[config.mk]
export PLATFORM = sky130hd
export DESIGN_NAME = rgb_led_array_ctrl
export DESIGN_NICKNAME = d
export VERILOG_FILES = /design/src/rtl/rgb_led_pkg.sv /design/src/rtl/rgb_pwm_timebase.sv /design/src/rtl/rgb_led_array_ctrl.sv
export SDC_FILE = /design/constraint.sdc
export NUM_CORES = 1
export LEC_CHECK = 0
export BUFFER_PORTS_ARGS = -buffer_cell sky130_fd_sc_hd__buf_2
export CORE_MARGIN = 2
export CORE_UTILIZATION = 65
export DETAILED_ROUTE_END_ITERATION = 12
export PLACE_DENSITY = 0.84
export SLEW_MARGIN = 15
export SYNTH_ARGS = -nofsm -noshare
export SYNTH_HDL_FRONTEND = slang
export SYNTH_HIERARCHICAL = 1
export SYNTH_SLANG_ARGS = --single-unit
[constraint.sdc]
create_clock -name clk -period 4.9 [get_ports clk]
set_input_delay 0.49 -clock clk [delete_from_list [all_inputs] [get_ports clk]]
set_output_delay 0.49 -clock clk [all_outputs]
set_load 0.02 [all_outputs]
[src/rtl/rgb_led_pkg.sv]
// Shared definitions for the RGB LED array controller.
// Optional feature macro: RGB_LED_BREATHE_EN (BREATHE mode and triangle-wave timebase).
package rgb_led_pkg;

  typedef enum logic [1:0] {
    MODE_OFF     = 2'b00,
    MODE_STEADY  = 2'b01,
    MODE_BLINK   = 2'b10,
    MODE_BREATHE = 2'b11
  } led_mode_e;

  typedef enum logic {
    DIR_UP   = 1'b0,
    DIR_DOWN = 1'b1
  } breathe_dir_e;

  localparam int unsigned R_BIT = 2;
  localparam int unsigned G_BIT = 1;
  localparam int unsigned B_BIT = 0;

  // Width of an LED index; a single LED still gets a 1-bit index port.
  function automatic int unsigned idx_width(input int unsigned n);
    return (n <= 1) ? 1 : $clog2(n);
  endfunction

endpackage

[src/rtl/rgb_pwm_timebase.sv]
// Shared timebase for all LEDs: tick prescaler, PWM step counter, frame_start,
// blink phase and, with RGB_LED_BREATHE_EN defined, the global breathe level.
module rgb_pwm_timebase
  import rgb_led_pkg::*;
#(
  parameter int unsigned PWM_W      = 8,
  parameter int unsigned TICK_DIV   = 195,
  parameter int unsigned BLINK_HALF = 25000000
) (
  input  logic             clk_i,
  input  logic             rst_i,
  input  logic             blink_sync_i,
  output logic [PWM_W-1:0] pwm_cnt_o,
  output logic             frame_start_o,
  output logic             blink_state_o
`ifdef RGB_LED_BREATHE_EN
  ,
  output logic [PWM_W-1:0] breathe_lvl_o
`endif
);

  localparam int unsigned PRE_W = (TICK_DIV > 1) ? $clog2(TICK_DIV) : 1;
  localparam int unsigned BLK_W = (BLINK_HALF > 1) ? $clog2(BLINK_HALF) : 1;
  localparam logic [PRE_W-1:0] PRE_LAST = PRE_W'(TICK_DIV - 1);
  localparam logic [BLK_W-1:0] BLK_LAST = BLK_W'(BLINK_HALF - 1);

  logic [PRE_W-1:0] presc_q, presc_d;
  logic [PWM_W-1:0] pwm_cnt_q, pwm_cnt_d;
  logic [BLK_W-1:0] blink_cnt_q, blink_cnt_d;
  logic             blink_state_q, blink_state_d;
  logic             tick;

  assign tick          = (presc_q == PRE_LAST);
  assign frame_start_o = tick & (pwm_cnt_q == '1);
  assign pwm_cnt_o     = pwm_cnt_q;
  assign blink_state_o = blink_state_q;

  // Prescaler and PWM step counter; the counter wraps naturally at 2^PWM_W.
  always_comb begin
    presc_d   = tick ? '0 : presc_q + PRE_W'(1);
    pwm_cnt_d = tick ? pwm_cnt_q + PWM_W'(1) : pwm_cnt_q;
  end

  // Blink half-period counter; blink_sync restarts the "on" half immediately.
  always_comb begin
    blink_cnt_d   = blink_cnt_q + BLK_W'(1);
    blink_state_d = blink_state_q;
    if (blink_sync_i) begin
      blink_cnt_d   = '0;
      blink_state_d = 1'b1;
    end else if (blink_cnt_q == BLK_LAST) begin
      blink_cnt_d   = '0;
      blink_state_d = ~blink_state_q;
    end
  end

  // Timebase state registers.
  always_ff @(posedge clk_i) begin
    if (rst_i) begin
      presc_q       <= '0;
      pwm_cnt_q     <= '0;
      blink_cnt_q   <= '0;
      blink_state_q <= 1'b1;
    end else begin
      presc_q       <= presc_d;
      pwm_cnt_q     <= pwm_cnt_d;
      blink_cnt_q   <= blink_cnt_d;
      blink_state_q <= blink_state_d;
    end
  end

`ifdef RGB_LED_BREATHE_EN
  logic [PWM_W-1:0] breathe_lvl_q, breathe_lvl_d;
  breathe_dir_e     breathe_dir_q, breathe_dir_d;

  assign breathe_lvl_o = breathe_lvl_q;

  // Triangle wave, one step per frame; reversing at an endpoint steps away
  // from it immediately so each endpoint lasts exactly one frame.
  always_comb begin
    breathe_lvl_d = breathe_lvl_q;
    breathe_dir_d = breathe_dir_q;
    if (frame_start_o) begin
      if (breathe_dir_q == DIR_UP) begin
        if (breathe_lvl_q == '1) begin
          breathe_dir_d = DIR_DOWN;
          breathe_lvl_d = breathe_lvl_q - PWM_W'(1);
        end else begin
          breathe_lvl_d = breathe_lvl_q + PWM_W'(1);
        end
      end else begin
        if (breathe_lvl_q == '0) begin
          breathe_dir_d = DIR_UP;
          breathe_lvl_d = breathe_lvl_q + PWM_W'(1);
        end else begin
          breathe_lvl_d = breathe_lvl_q - PWM_W'(1);
        end
      end
    end
  end

  // Breathe level and direction registers.
  always_ff @(posedge clk_i) begin
    if (rst_i) begin
      breathe_lvl_q <= '0;
      breathe_dir_q <= DIR_UP;
    end else begin
      breathe_lvl_q <= breathe_lvl_d;
      breathe_dir_q <= breathe_dir_d;
    end
  end
`endif

endmodule

[src/rtl/rgb_led_array_ctrl.sv]
// Multi-LED RGB controller: per-LED colour/mode/level, one-entry config buffer
// committed at PWM frame boundaries, registered pin outputs.
// Optional feature macro: RGB_LED_BREATHE_EN (without it mode 11 acts as STEADY).
module rgb_led_array_ctrl
  import rgb_led_pkg::*;
#(
  parameter int unsigned NUM_LED    = 4,
  parameter int unsigned PWM_W      = 8,
  parameter int unsigned TICK_DIV   = 195,
  parameter int unsigned BLINK_HALF = 25000000,
  parameter bit          ACTIVE_LOW = 1'b1,
  localparam int unsigned IDX_W     = idx_width(NUM_LED)
) (
  input  logic               clk,
  input  logic               rst,
  input  logic               cfg_valid,
  output logic               cfg_ready,
  input  logic [IDX_W-1:0]   cfg_idx,
  input  logic [2:0]         cfg_color,
  input  logic [1:0]         cfg_mode,
  input  logic [PWM_W-1:0]   cfg_level,
  input  logic               blink_sync,
  output logic [NUM_LED-1:0] r_out,
  output logic [NUM_LED-1:0] g_out,
  output logic [NUM_LED-1:0] b_out
);

  localparam logic [NUM_LED-1:0] PIN_IDLE = {NUM_LED{ACTIVE_LOW}};

  logic [PWM_W-1:0] pwm_cnt;
  logic             frame_start;
  logic             blink_state;

  // Pending write buffer.
  logic             pend_valid_q, pend_valid_d;
  logic [IDX_W-1:0] pend_idx_q, pend_idx_d;
  logic [2:0]       pend_color_q, pend_color_d;
  led_mode_e        pend_mode_q, pend_mode_d;
  logic [PWM_W-1:0] pend_level_q, pend_level_d;

  // Per-LED configuration.
  logic [2:0]       color_q [NUM_LED];
  logic [2:0]       color_d [NUM_LED];
  led_mode_e        mode_q  [NUM_LED];
  led_mode_e        mode_d  [NUM_LED];
  logic [PWM_W-1:0] level_q [NUM_LED];
  logic [PWM_W-1:0] level_d [NUM_LED];

  logic [NUM_LED-1:0][PWM_W-1:0] eff;
  logic [NUM_LED-1:0]            lit;
  logic [NUM_LED-1:0]            r_on, g_on, b_on;
  logic [NUM_LED-1:0]            r_out_q, r_out_d;
  logic [NUM_LED-1:0]            g_out_q, g_out_d;
  logic [NUM_LED-1:0]            b_out_q, b_out_d;

`ifdef RGB_LED_BREATHE_EN
  logic [PWM_W-1:0]   breathe_lvl;
  logic [2*PWM_W-1:0] breathe_prod [NUM_LED];
`endif

  rgb_pwm_timebase #(
    .PWM_W      (PWM_W),
    .TICK_DIV   (TICK_DIV),
    .BLINK_HALF (BLINK_HALF)
  ) u_timebase (
    .clk_i         (clk),
    .rst_i         (rst),
    .blink_sync_i  (blink_sync),
    .pwm_cnt_o     (pwm_cnt),
    .frame_start_o (frame_start),
    .blink_state_o (blink_state)
`ifdef RGB_LED_BREATHE_EN
    ,
    .breathe_lvl_o (breathe_lvl)
`endif
  );

  assign cfg_ready = ~pend_valid_q;
  assign r_out     = r_out_q;
  assign g_out     = g_out_q;
  assign b_out     = b_out_q;

  // Config path: accept into the buffer when empty, commit only on frame_start.
  // A buffer filled on a frame_start cycle is empty at that edge's start, so it
  // naturally waits for the following frame_start.
  always_comb begin
    pend_valid_d = pend_valid_q;
    pend_idx_d   = pend_idx_q;
    pend_color_d = pend_color_q;
    pend_mode_d  = pend_mode_q;
    pend_level_d = pend_level_q;
    color_d      = color_q;
    mode_d       = mode_q;
    level_d      = level_q;
    if (pend_valid_q && frame_start) begin
      pend_valid_d = 1'b0;
      // Out-of-range indices match no LED and are dropped here.
      for (int unsigned i = 0; i < NUM_LED; i++) begin
        if (pend_idx_q == IDX_W'(i)) begin
          color_d[i] = pend_color_q;
          mode_d[i]  = pend_mode_q;
          level_d[i] = pend_level_q;
        end
      end
    end else if (cfg_valid && !pend_valid_q) begin
      pend_valid_d = 1'b1;
      pend_idx_d   = cfg_idx;
      pend_color_d = cfg_color;
      pend_mode_d  = led_mode_e'(cfg_mode);
      pend_level_d = cfg_level;
    end
  end

  // Config state registers.
  always_ff @(posedge clk) begin
    if (rst) begin
      pend_valid_q <= 1'b0;
      pend_idx_q   <= '0;
      pend_color_q <= '0;
      pend_mode_q  <= MODE_OFF;
      pend_level_q <= '0;
      color_q      <= '{default: '0};
      mode_q       <= '{default: MODE_OFF};
      level_q      <= '{default: '0};
    end else begin
      pend_valid_q <= pend_valid_d;
      pend_idx_q   <= pend_idx_d;
      pend_color_q <= pend_color_d;
      pend_mode_q  <= pend_mode_d;
      pend_level_q <= pend_level_d;
      color_q      <= color_d;
      mode_q       <= mode_d;
      level_q      <= level_d;
    end
  end

`ifdef RGB_LED_BREATHE_EN
  // Full-width product of LED level and the global breathe level.
  always_comb begin
    for (int unsigned i = 0; i < NUM_LED; i++) begin
      breathe_prod[i] = (2*PWM_W)'(level_q[i]) * (2*PWM_W)'(breathe_lvl);
    end
  end
`endif

  // Effective level per LED and PWM compare; full-scale level means always on.
  always_comb begin
    eff  = '0;
    lit  = '0;
    r_on = '0;
    g_on = '0;
    b_on = '0;
    for (int unsigned i = 0; i < NUM_LED; i++) begin
      case (mode_q[i])
        MODE_OFF:     eff[i] = '0;
        MODE_BLINK:   eff[i] = blink_state ? level_q[i] : '0;
`ifdef RGB_LED_BREATHE_EN
        MODE_BREATHE: eff[i] = breathe_prod[i][2*PWM_W-1:PWM_W];
`endif
        default:      eff[i] = level_q[i];
      endcase
      lit[i]  = (pwm_cnt < eff[i]) || (eff[i] == '1);
      r_on[i] = color_q[i][R_BIT] & lit[i];
      g_on[i] = color_q[i][G_BIT] & lit[i];
      b_on[i] = color_q[i][B_BIT] & lit[i];
    end
  end

  // Pin polarity.
  always_comb begin
    r_out_d = ACTIVE_LOW ? ~r_on : r_on;
    g_out_d = ACTIVE_LOW ? ~g_on : g_on;
    b_out_d = ACTIVE_LOW ? ~b_on : b_on;
  end

  // Registered pins, held inactive through reset.
  always_ff @(posedge clk) begin
    if (rst) begin
      r_out_q <= PIN_IDLE;
      g_out_q <= PIN_IDLE;
      b_out_q <= PIN_IDLE;
    end else begin
      r_out_q <= r_out_d;
      g_out_q <= g_out_d;
      b_out_q <= b_out_d;
    end
  end

endmodule
==> results of run 1 <==
[layer usage]
metal / share of wire [%] / up-vias / global-route usage (%)
met4: 2.6 / 0 / 12.9
met2: 50 / 168 / 54.3
met5: 0 / - / 0
met3: 7.0 / 32 / 8.46
met1: 40 / 2295 / 34.1
li1: - / 2355 / -
[cells in the final DEF (no fill, tap or decap), types with 5 or more instances in the layout]
master,n
nand2_1,177
dfxtp_1,122
a21oi_1,73
nor2_1,39
nand3_1,34
ha_1,32
buf_2,31
xnor2_1,19
clkbuf_16,16
nand4_1,15
nor4_1,9
a21o_1,8
inv_1,8
xor2_1,8
or3_1,7
and4_1,7
o31ai_1,7
o21ai_0,6
o211ai_1,5
and3_1,5
clkinv_4,5
or4_4,5
nor3_1,5
[kinds of logic after synthesis]
kind of cell | synth area share [%]
buffers and inverters | 3.25
AND/OR/NAND/NOR | 28.5
AO/OA/AOI/OAI | 12.3
XOR/XNOR | 4.29
flip-flops | 44.3
adder cells (fa/ha/maj) | 7.27
[sequential cells by signal, indices dropped and copies added (netlist names)]
signal                    flops
r_out                         4
pend_level_q                  8
pend_valid_q                  1
pend_idx_q                    2
level_q                      32
u_timebase/blink_state_o      1
pend_color_q                  3
b_out                         4
g_out                         4
color_q                      12
u_timebase/pwm_cnt_o          8
pend_mode_q                   2
mode_q                        8
u_timebase/blink_cnt_q       25
u_timebase/presc_q            8
[worst max-delay path, stage by stage, from the launching register on]
cell and delay, ns:
dfxtp_1 0.36, inv_1 0.08, ha_1 0.17, nor4bb_1 0.44, nand3_1 0.20, nor3_1 0.48, nand2_2 0.17, nor3_2 0.62
nand2_1 0.18, a21oi_1 0.22
[power by group]
group	internal (mW)	switching, mW	leakage (nW)
Combinational	0.0171	0.0330	0.903
Sequential	1.00	0.0215	0.986
Clock	0.786	0.488	0.297
Total	1.81	0.542	2.19
[synthesized netlist by cell type (all sizes together) (4+ instances only)]
master	n	share of area, %
dfxtp	122	44
nand3	36	3.5
and4b	4	0.73
xor2	8	1.3
a21oi	77	7.3
or4	7	1.3
and3	5	0.57
clkbuf	8	0.57
nand4	16	1.9
nor4	9	1.0
and4	7	1.1
nor3	7	0.82
a31oi	4	0.45
inv	9	0.61
a21o	8	1.1
o31ai	7	0.95
or3	8	1.0
o211ai	5	0.68
a211oi	4	0.55
nor2	43	3.1
o21ai	7	0.84
xnor2	19	3.0
buf	21	2.1
ha	32	7.3
nand2	178	12
[final timing paths]
path | start | to | slack, ns | cells after the start
min reg2reg | color_q[3] | b_out[2] | 0.40 | 1
min | cfg_level[4] | pend_level_q[4] | 0.20 | 3
max | u_timebase/presc_q[0] | level_q[14] | 1.89 | 9
max reg2reg | u_timebase/presc_q[0] | level_q[14] | 1.89 | 9
[metrics by stage]
step | total power, mW | utilization [%] | hold slack (ns) | worst slack (ns) | cell area [sq um]
after global routing | 2.40 | 76.2 | 0.200 | 1.59 | 6260
after CTS | 2.35 | 76.2 | 0.191 | 1.90 | 6260
after floorplan | 1.07 | - | 0.368 | 2.63 | 5510
final | 2.35 | 76.2 | 0.201 | 1.89 | 6260
after detailed placement | 1.09 | 68.8 | 0.380 | 2.12 | 5660
after global placement | 1.09 | 68.8 | 0.377 | 2.30 | 5660
[layout make-up]
type	count	area [sq um]	area share [%]
flip-flops and latches	122	2440	39.0
multi-input cells	503	2890	46.1
inverters	9	33.8	0.540
well taps	105	131	2.10
clock inverters	14	188	3.00
clock buffers	17	414	6.62
repair buffers	32	163	2.60
==> summary.md, run 1 <==
| Metric | Value |
|---|---|
| Max-capacitance violation count | `0` |
| Post-detailed-route DRC marker count | `0` |
| Post-synth EDFFs | `0` |
| Row count | `33` |
| Chip Height | `roughly 96 um` |
| Crit-path max FO | `13` |
| Setup_tns | `0 ns` |
| Critical path class | `flip-flop to flip-flop` |
| Max Freq | `between 0.3 and 0.4 GHz` |
| Average wire per standard cell | `16.6 um` |
| Die area | `9230 sq um` |
| Final std cells w/o fill | `802` |
| Final Cycle Share | `61.5%` |
| First-pass GRT wire length | `21.2 mm` |
| Initial Util | `67.0%` |
| Pin count of the biggest net entering global routing | `48` |
| Initial antenna violation count | `0` |
| Num ports | `32` |
| Initial DRC Count | `292` |
| Die extent in x | `slightly below 100 um` |
| Unique masters post-synth | `46` |
| Later-pin clock latency in the skew report | `0.52 ns` |
| Cell Pwr Density | `approximately 380 nW/um^2` |
| Hold buffers post-CTS | `0` |
| Routability cong. | `0.915` |
| Post-CTS setup buffer count | `0` |
| Slew headroom | `42.5%` |
| Register bit total from synthesis | `around 120` |
| DR pass1 iterations | `6` |
| Layout area overhead | `13.6%` |
| PortBufs | `31` |
| Post-DP HPWL | `8.39 mm` |
| Tightest Pin Transition | `0.863 ns` |
| Crit path time final | `3.01 ns` |
| RSZ-0062 raised after global routing | `false` |
| Fill cells | `~570` |
| Nets@finish | `736` |
| Max Root-Sink Buffers | `2` |
| Core Box Area | `8220 sq um` |
| Syn nets | `714` |
| Hold WC Path Type | `input port to flip-flop` |
| Cells after Synth | `between 600 and 700` |
| Post-Syn Area | `about 5500 sq um` |
| Gr ovfl total | `0` |
| Post-cts sizing count | `0` |
| Drt total wl | `approximately 13 mm` |
| N_diodes | `0` |
| Status | `completed` |
| Seq/Total Area, Yosys | `44.3%` |
| Syn_area_per_cell | `approximately 8.3 sq um` |
| Slew Limit Fails | `0` |
| Vias post-DR | `4850` |
| TritonCTS clock tree | `built` |
| Clk root buf | `clkbuf_8` |
| Crit. End Element | `flip-flop` |
| Clk pin slew, worst setup/hold paths | `0.06 ns` |
| Hold Vio Cnt, Final | `0` |
| Final setup fails | `0` |
| Pleak | `2.19 nW` |
| Skew final | `0.00846 ns` |
| CTS H-Tree Depth | `4` |
| Critical Path Source Type | `flip-flop` |
| Share of cells above drive strength 1 | `12.3%` |
| CP arrival | `3.45 ns` |
| Final antenna-violating net count | `0` |
| Clock sinks | `122` |
| Gr usage total | `30.6%` |
| Inserted Clock Buffers | `17` |
| Vias in the first global route | `4519` |
| Ys Warns | `6` |
| Drt via density | `~6` |
| Dpl cells | `771` |
| Maximum vdd drop | `269 uV` |
| Synth async-reset ratio | `0%` |
| Data required, critical path | `approximately 5.3 ns` |
| Synth Flop Type | `dfxtp_1` |
(Power assumes the default switching activity.)
==> run 2: changes to the inputs <==
CORE_UTILIZATION = 55   (was 65)
PLACE_DENSITY = 0.76   (was 0.84)
clock period = 2.5 ns   (was 4.9 ns; I/O delays follow)
==> run 2 against run 1 <==
  * Count of clock-buffer cells in the layout is 5 higher
  * Worst hold slack worse by 0.17 ns
  * Critical path type unchanged
  * Sequential share of layout area is 2.3 points lower
  * Cell count is 8.2% higher
  * Clock power is 96% higher
  * Critical path depth is 1 higher
  * Fmax is 34% higher
  * Non-clock buffer count is 37 higher
  * Routed wire length is 0.81% lower
  * Register-to-register slack worse by 1.6 ns
  * Final area is 6.3% higher
  * Global-route usage is 4.8 points lower
==> summary.md, run 2 (synthesized netlist as in run 1, its figures left out) <==
| Metric | Value |
|---|---|
| Status | `completed` |
| Share of cells above drive strength 1 | `15.1% (+2.8 points)` |
| Post-detailed-route DRC marker count | `0 (unchanged)` |
| Later-pin clock latency in the skew report | `0.53 ns (about the same)` |
| CTS H-Tree Depth | `4 (unchanged)` |
| CP arrival | `2.66 ns (-0.79 ns)` |
| Hold Vio Cnt, Final | `0 (unchanged)` |
| Commonest non-fill, non-tap cells in the layout | `nand2_1, dfxtp_1, a21oi_1` |
| Crit-path max FO | `13 (unchanged)` |
| Gr usage total | `25.8% (-4.8 points)` |
| Buf/Inv on CP | `2 (+1)` |
| Row count | `36 (+9.1%)` |
| Maximum vdd drop | `381 uV (+42%)` |
| Initial Util | `56.6% (-10 points)` |
| Inserted Clock Buffers | `17 (unchanged)` |
| Critical path class | `flip-flop to flip-flop` |
| Average wire per standard cell | `15.3 um (-8.4%)` |
| Core Box Area | `9730 sq um (+18%)` |
| N_diodes | `0 (unchanged)` |
| Register area | `2440 sq um (unchanged)` |
| Dpl cells | `820 (+6.4%)` |
| Drt total wl | `13.2 mm (-0.81%)` |
| Final core occ | `68.4% (-7.8 points)` |
| Commonest non-fill, non-tap cell in the layout | `nand2_1` |
| Regs by FF count | `level_q: 32 flops, u_timebase/blink_cnt_q: 25 flops, color_q: 12 flops` |
| Vias post-DR | `4898 (+0.99%)` |
| Crit. End Element | `flip-flop` |
| PnR worst setup slack | `0.252 ns (-1.64 ns)` |
| Setup_tns | `0 ns (unchanged)` |
| Multi-input gate area | `2910 sq um (+0.95%)` |
| Initial DRC Count | `383 (+31%)` |
| Pleak | `2.36 nW (+8.1%)` |
| CP peak stage delay | `0.44 ns (-0.18 ns)` |
| Cell Pwr Density | `696 nW/um^2 (+86%)` |
| Most flops, register | `level_q` |
| Final std cells w/o fill | `868 (+8.2%)` |
| Cell Chain, Critical Path | `inv_1, ha_1, nor4bb_4, nand3_1, nor3_2, buf_4, nand2_2, or3_4, nand2_1, a21oi_1` |
| Crit path max-delay family | `simple AND/OR/NAND/NOR gates` |
| Tot Pwr | `4.63 mW (+97%)` |
| Final setup fails | `0 (unchanged)` |
| RSZ-0062 raised after global routing | `false` |
| Fill cells | `784 (+39%)` |
| Initial antenna violation count | `0 (unchanged)` |
| Die extent in x | `104 um (+8.3%)` |
| Slew Limit Fails | `0 (unchanged)` |
| Die area | `10800 sq um (+17%)` |
| Hold slack | `0.0267 ns (-0.174 ns)` |
| Max Root-Sink Buffers | `2 (unchanged)` |
| Placed Area | `5850 sq um (+3.4%)` |
| First-pass GRT wire length | `22.4 mm (+5.7%)` |
| Final antenna-violating net count | `0 (unchanged)` |
| Chip Height | `104 um (+8.3%)` |
| Tightest Pin Transition | `0.573 ns (-0.290 ns)` |
| Skew final | `0.00644 ns (-0.00202 ns)` |
| Largest register FFs | `32 (unchanged)` |
| Routability cong. | `0.845 (-7.6%)` |
| Drt via density | `5.64 (-6.7%)` |
| Nets@finish | `773 (+5.0%)` |
| Gr ovfl total | `0 (unchanged)` |
| Post-DP HPWL | `8.83 mm (+5.2%)` |
| Slew headroom | `61.8% (+19 points)` |
| Crit path time final | `2.25 ns (-0.765 ns)` |
| Vias in the first global route | `4816 (+6.6%)` |
| Slowest CP cell | `or3_4` |
| Post-CTS setup buffer count | `0 (unchanged)` |
| Num ports | `32 (unchanged)` |
| Pin count of the biggest net entering global routing | `32 (-33%)` |
| Hold WC Path Type | `input port to flip-flop` |
| Max-capacitance violation count | `0 (unchanged)` |
| Critical Path Source Type | `flip-flop` |
| Max Freq | `0.445 GHz (+34%)` |
| DR pass1 iterations | `6 (unchanged)` |
| DP Worst Slack | `-0.0544 ns (-2.18 ns)` |
| Clock sinks | `122 (unchanged)` |
| PortBufs | `31 (unchanged)` |
| Clk root buf | `clkbuf_8` |
| Post-route cell area | `6650 sq um (+6.3%)` |
| Clk pin slew, worst setup/hold paths | `0.06 ns (about the same)` |
| TritonCTS clock tree | `built` |
| Final Cycle Share | `89.9% (+28 points)` |
| Layout area overhead | `20.7%` |
| Data required, critical path | `2.91 ns (-2.43 ns)` |
==> run 2: cell count changes in the layout (fill, tap and decap cells not counted), sizes merged <==
cell         previous run  this run
buf                    32        53
clkbuf                 17        22
clkinv                  6         4
clkinvlp                0         3
dlygate4sd3             0        16
inv                    14         9
==> run 2: path summary, 6_finish.rpt <==
path / endpoint / start / cells after the start / slack, ns
worst min-delay path: pend_valid_q / cfg_valid / 3 / 0.03
worst min register to register: g_out[1] / color_q[7] / 1 / 0.40
worst max-delay path: level_q[9] / u_timebase/presc_q[0] / 10 / 0.25
worst max register to register: level_q[9] / u_timebase/presc_q[0] / 10 / 0.25
==> run 2: worst register-to-register path, delay by kind of cell (launching register included) <==
family / cells / cell delay, ns
adders and majority gates: 1 / 0.16
and+or+nand+nor: 6 / 1.36
DFF: 1 / 0.31
AOI/OAI and AO/OA: 1 / 0.08
buffers and inverters: 2 / 0.22
==> run 2: layer usage <==
metal,GRT usage [%],up-vias,wire (um)
li1,-,2422,-
met4,9.94,0,238
met1,33.2,2294,5950
met3,6.58,26,796
met2,41.6,156,6260
met5,0,-,0
==> run 2: area by class of cell <==
class,count,share of cell area [%]
clock buffers,22,7.11
clock inverters,10,2.11
inverters,9,0.508
multi-input cells,503,43.8
flip-flops and latches,122,36.7
well taps,133,2.50
repair buffers,69,7.22
==> run 2: timing repair <==
action | 4_1_cts | 5_1_grt
hold endpoints to repair | 16 | 0
resized for setup | 1 | 4
hold buffers | 16 | 0
endpoints found under the setup margin | 23 | 40
==> run 2: report_power, final <==
group | internal [mW] | switching, mW
combinational | 0.0593 | 0.0747
sequential | 1.97 | 0.0399
clock | 1.62 | 0.867
total | 3.65 | 0.981
==> run 3: changes to the inputs <==
CORE_UTILIZATION = 57   (was 55)
CTS_BUF_LIST = sky130_fd_sc_hd__clkbuf_8   (was default)
PLACE_DENSITY = 0.78   (was 0.76)
==> run 3 against run 2 <==
  * Via count is 2.7% lower
  * Global-route usage is 0.40 points higher
  * Routed wire length is 4.6% lower
  * Critical path type unchanged
  * Critical endpoint is now level_q[31]
  * Largest cell class unchanged
==> summary.md, run 3 (synthesized netlist as in run 1, its figures left out) <==
| Metric | Value |
|---|---|
| Crit-path max FO | `13 (unchanged)` |
| Final setup fails | `0 (unchanged)` |
| Vias post-DR | `4764 (-2.7%)` |
| Internal reg-to-reg setup slack | `0.27 ns (about the same)` |
| Cell Pwr Density | `628 nW/um^2 (-9.8%)` |
| Tot Pwr | `3.93 mW (-15%)` |
| Die extent in x | `102 um (-1.7%)` |
| Status | `completed` |
| Clock sinks | `122 (unchanged)` |
| Post-CTS setup buffer count | `0 (unchanged)` |
| Final antenna-violating net count | `0 (unchanged)` |
| N_diodes | `0 (unchanged)` |
| Post-DP HPWL | `8.87 mm (+0.52%)` |
| Share of cells above drive strength 1 | `14.8% (-0.26 points)` |
| Drt total wl | `12.6 mm (-4.6%)` |
| Max-capacitance violation count | `0 (unchanged)` |
| Critical path class | `flip-flop to flip-flop` |
| Data required, critical path | `2.77 ns (-0.14 ns)` |
| Final core occ | `67.1% (-1.3 points)` |
| Commonest non-fill, non-tap cell in the layout | `nand2_1` |
| Pleak | `2.19 nW (-7.4%)` |
| Maximum vdd drop | `539 uV (+41%)` |
| Crit path time final | `2.23 ns (-0.0144 ns)` |
| DR pass1 iterations | `5 (-1)` |
| Crit. End Element | `flip-flop` |
| Final std cells w/o fill | `843 (-2.9%)` |
| Max Root-Sink Buffers | `2 (unchanged)` |
| Worst hold stages | `3 (unchanged)` |
| CTS H-Tree Depth | `4 (unchanged)` |
| Initial antenna violation count | `0 (unchanged)` |
| Final Cycle Share | `89.4% (-0.58 points)` |
| Clk root buf | `clkbuf_8` |
| Regs by FF count | `level_q: 32 flops, u_timebase/blink_cnt_q: 25 flops, color_q: 12 flops` |
| Inserted Clock Buffers | `17 (unchanged)` |
| First-pass GRT wire length | `21.2 mm (-5.3%)` |
| Hold WC Path Type | `input port to flip-flop` |
| Post-route cell area | `6260 sq um (-5.9%)` |
| Tightest Pin Transition | `0.853 ns (+0.280 ns)` |
| TritonCTS clock tree | `built` |
| Skew final | `0.0117 ns (+0.00528 ns)` |
| Initial Util | `59.0% (+2.4 points)` |
| Nets@finish | `752 (-2.7%)` |
| CP arrival | `2.51 ns (-0.15 ns)` |
| Row count | `35 (-2.8%)` |
| Die area | `10500 sq um (-3.4%)` |
| Later-pin clock latency in the skew report | `0.43 ns (-0.10 ns)` |
| Drt via density | `5.65 (+0.15%)` |
| Initial DRC Count | `243 (-37%)` |
| Most flops, register | `level_q` |
| Routability cong. | `0.866 (+2.4%)` |
| Setup_tns | `0 ns (unchanged)` |
| Slew Limit Fails | `0 (unchanged)` |
| Average wire per standard cell | `15.0 um (-1.8%)` |
| Max Freq | `0.448 GHz (+0.65%)` |
| Post-detailed-route DRC marker count | `0 (unchanged)` |
| Largest register FFs | `32 (unchanged)` |
| Gr ovfl total | `0 (unchanged)` |
| Commonest non-fill, non-tap cells in the layout | `nand2_1, dfxtp_1, a21oi_1` |
| PortBufs | `31 (unchanged)` |
| Num ports | `32 (unchanged)` |
| Reg2Reg Depth | `9 (-1)` |
| Dpl cells | `811 (-1.1%)` |
| Core Box Area | `9330 sq um (-4.1%)` |
| PnR worst setup slack | `0.266 ns (+0.0144 ns)` |
| Clk pin slew, worst setup/hold paths | `0.08 ns (+0.02 ns)` |
| Pin count of the biggest net entering global routing | `41 (+28%)` |
| Slew headroom | `43.0% (-19 points)` |
| Gr usage total | `26.2% (+0.40 points)` |
| Layout area overhead | `13.6%` |
| Placed Area | `5810 sq um (-0.73%)` |
| Vias in the first global route | `4604 (-4.4%)` |
| DP Worst Slack | `-0.0293 ns (+0.0251 ns)` |
| Chip Height | `102 um (-1.7%)` |
| Hold slack | `0.0536 ns (+0.0269 ns)` |
| RSZ-0062 raised after global routing | `false` |
| Critical Path Source Type | `flip-flop` |
| Hold Vio Cnt, Final | `0 (unchanged)` |
[run 3: timing repair]
action / 4_1_cts / 5_1_grt
resized for setup: 1 / 5
hold buffers: 0 / 0
setup endpoints to repair: 10 / 26
[run 3: layout make-up]
| class | instances | area, sq um |
|---|---|---|
| fillers | 778 | 3070 |
| multi-input cells | 503 | 2920 |
| flip-flops and latches | 122 | 2440 |
| repair buffers | 48 | 283 |
| clock buffers | 18 | 248 |
| clock inverters | 14 | 170 |
| well taps | 129 | 161 |
| inverters | 9 | 33.8 |
[run 3: worst paths after layout]
path,from,endpoint
worst max-delay path,u_timebase/presc_q[1],level_q[31]
worst min-delay path,cfg_level[4],pend_level_q[4]
worst max register to register,u_timebase/presc_q[1],level_q[31]
worst min register to register,color_q[3],b_out[2]
[run 3: power by group]
group	switching (mW)	internal (mW)
Combinational	0.0667	0.0388
Clock	0.805	1.01
Sequential	0.0416	1.96
Total	0.913	3.02
[run 3: worst max-delay path, cell delays in order, from the launching register on]
cell and delay (ns):
dfxtp_1 0.39, ha_1 0.20, nor4bb_4 0.24, nand3_1 0.17
nor3_1 0.24, buf_4 0.17, nand2_2 0.09, or3_4 0.42
nand2_1 0.10, a21oi_1 0.06
[run 3: routing by layer]
metal | wire (um) | GRT usage (%) | share of wire, %
met1 | 5550 | 32.1 | 44
met3 | 822 | 7.80 | 6.5
met5 | 0 | 0 | 0
met2 | 5830 | 42.7 | 46
met4 | 414 | 11.6 | 3.3
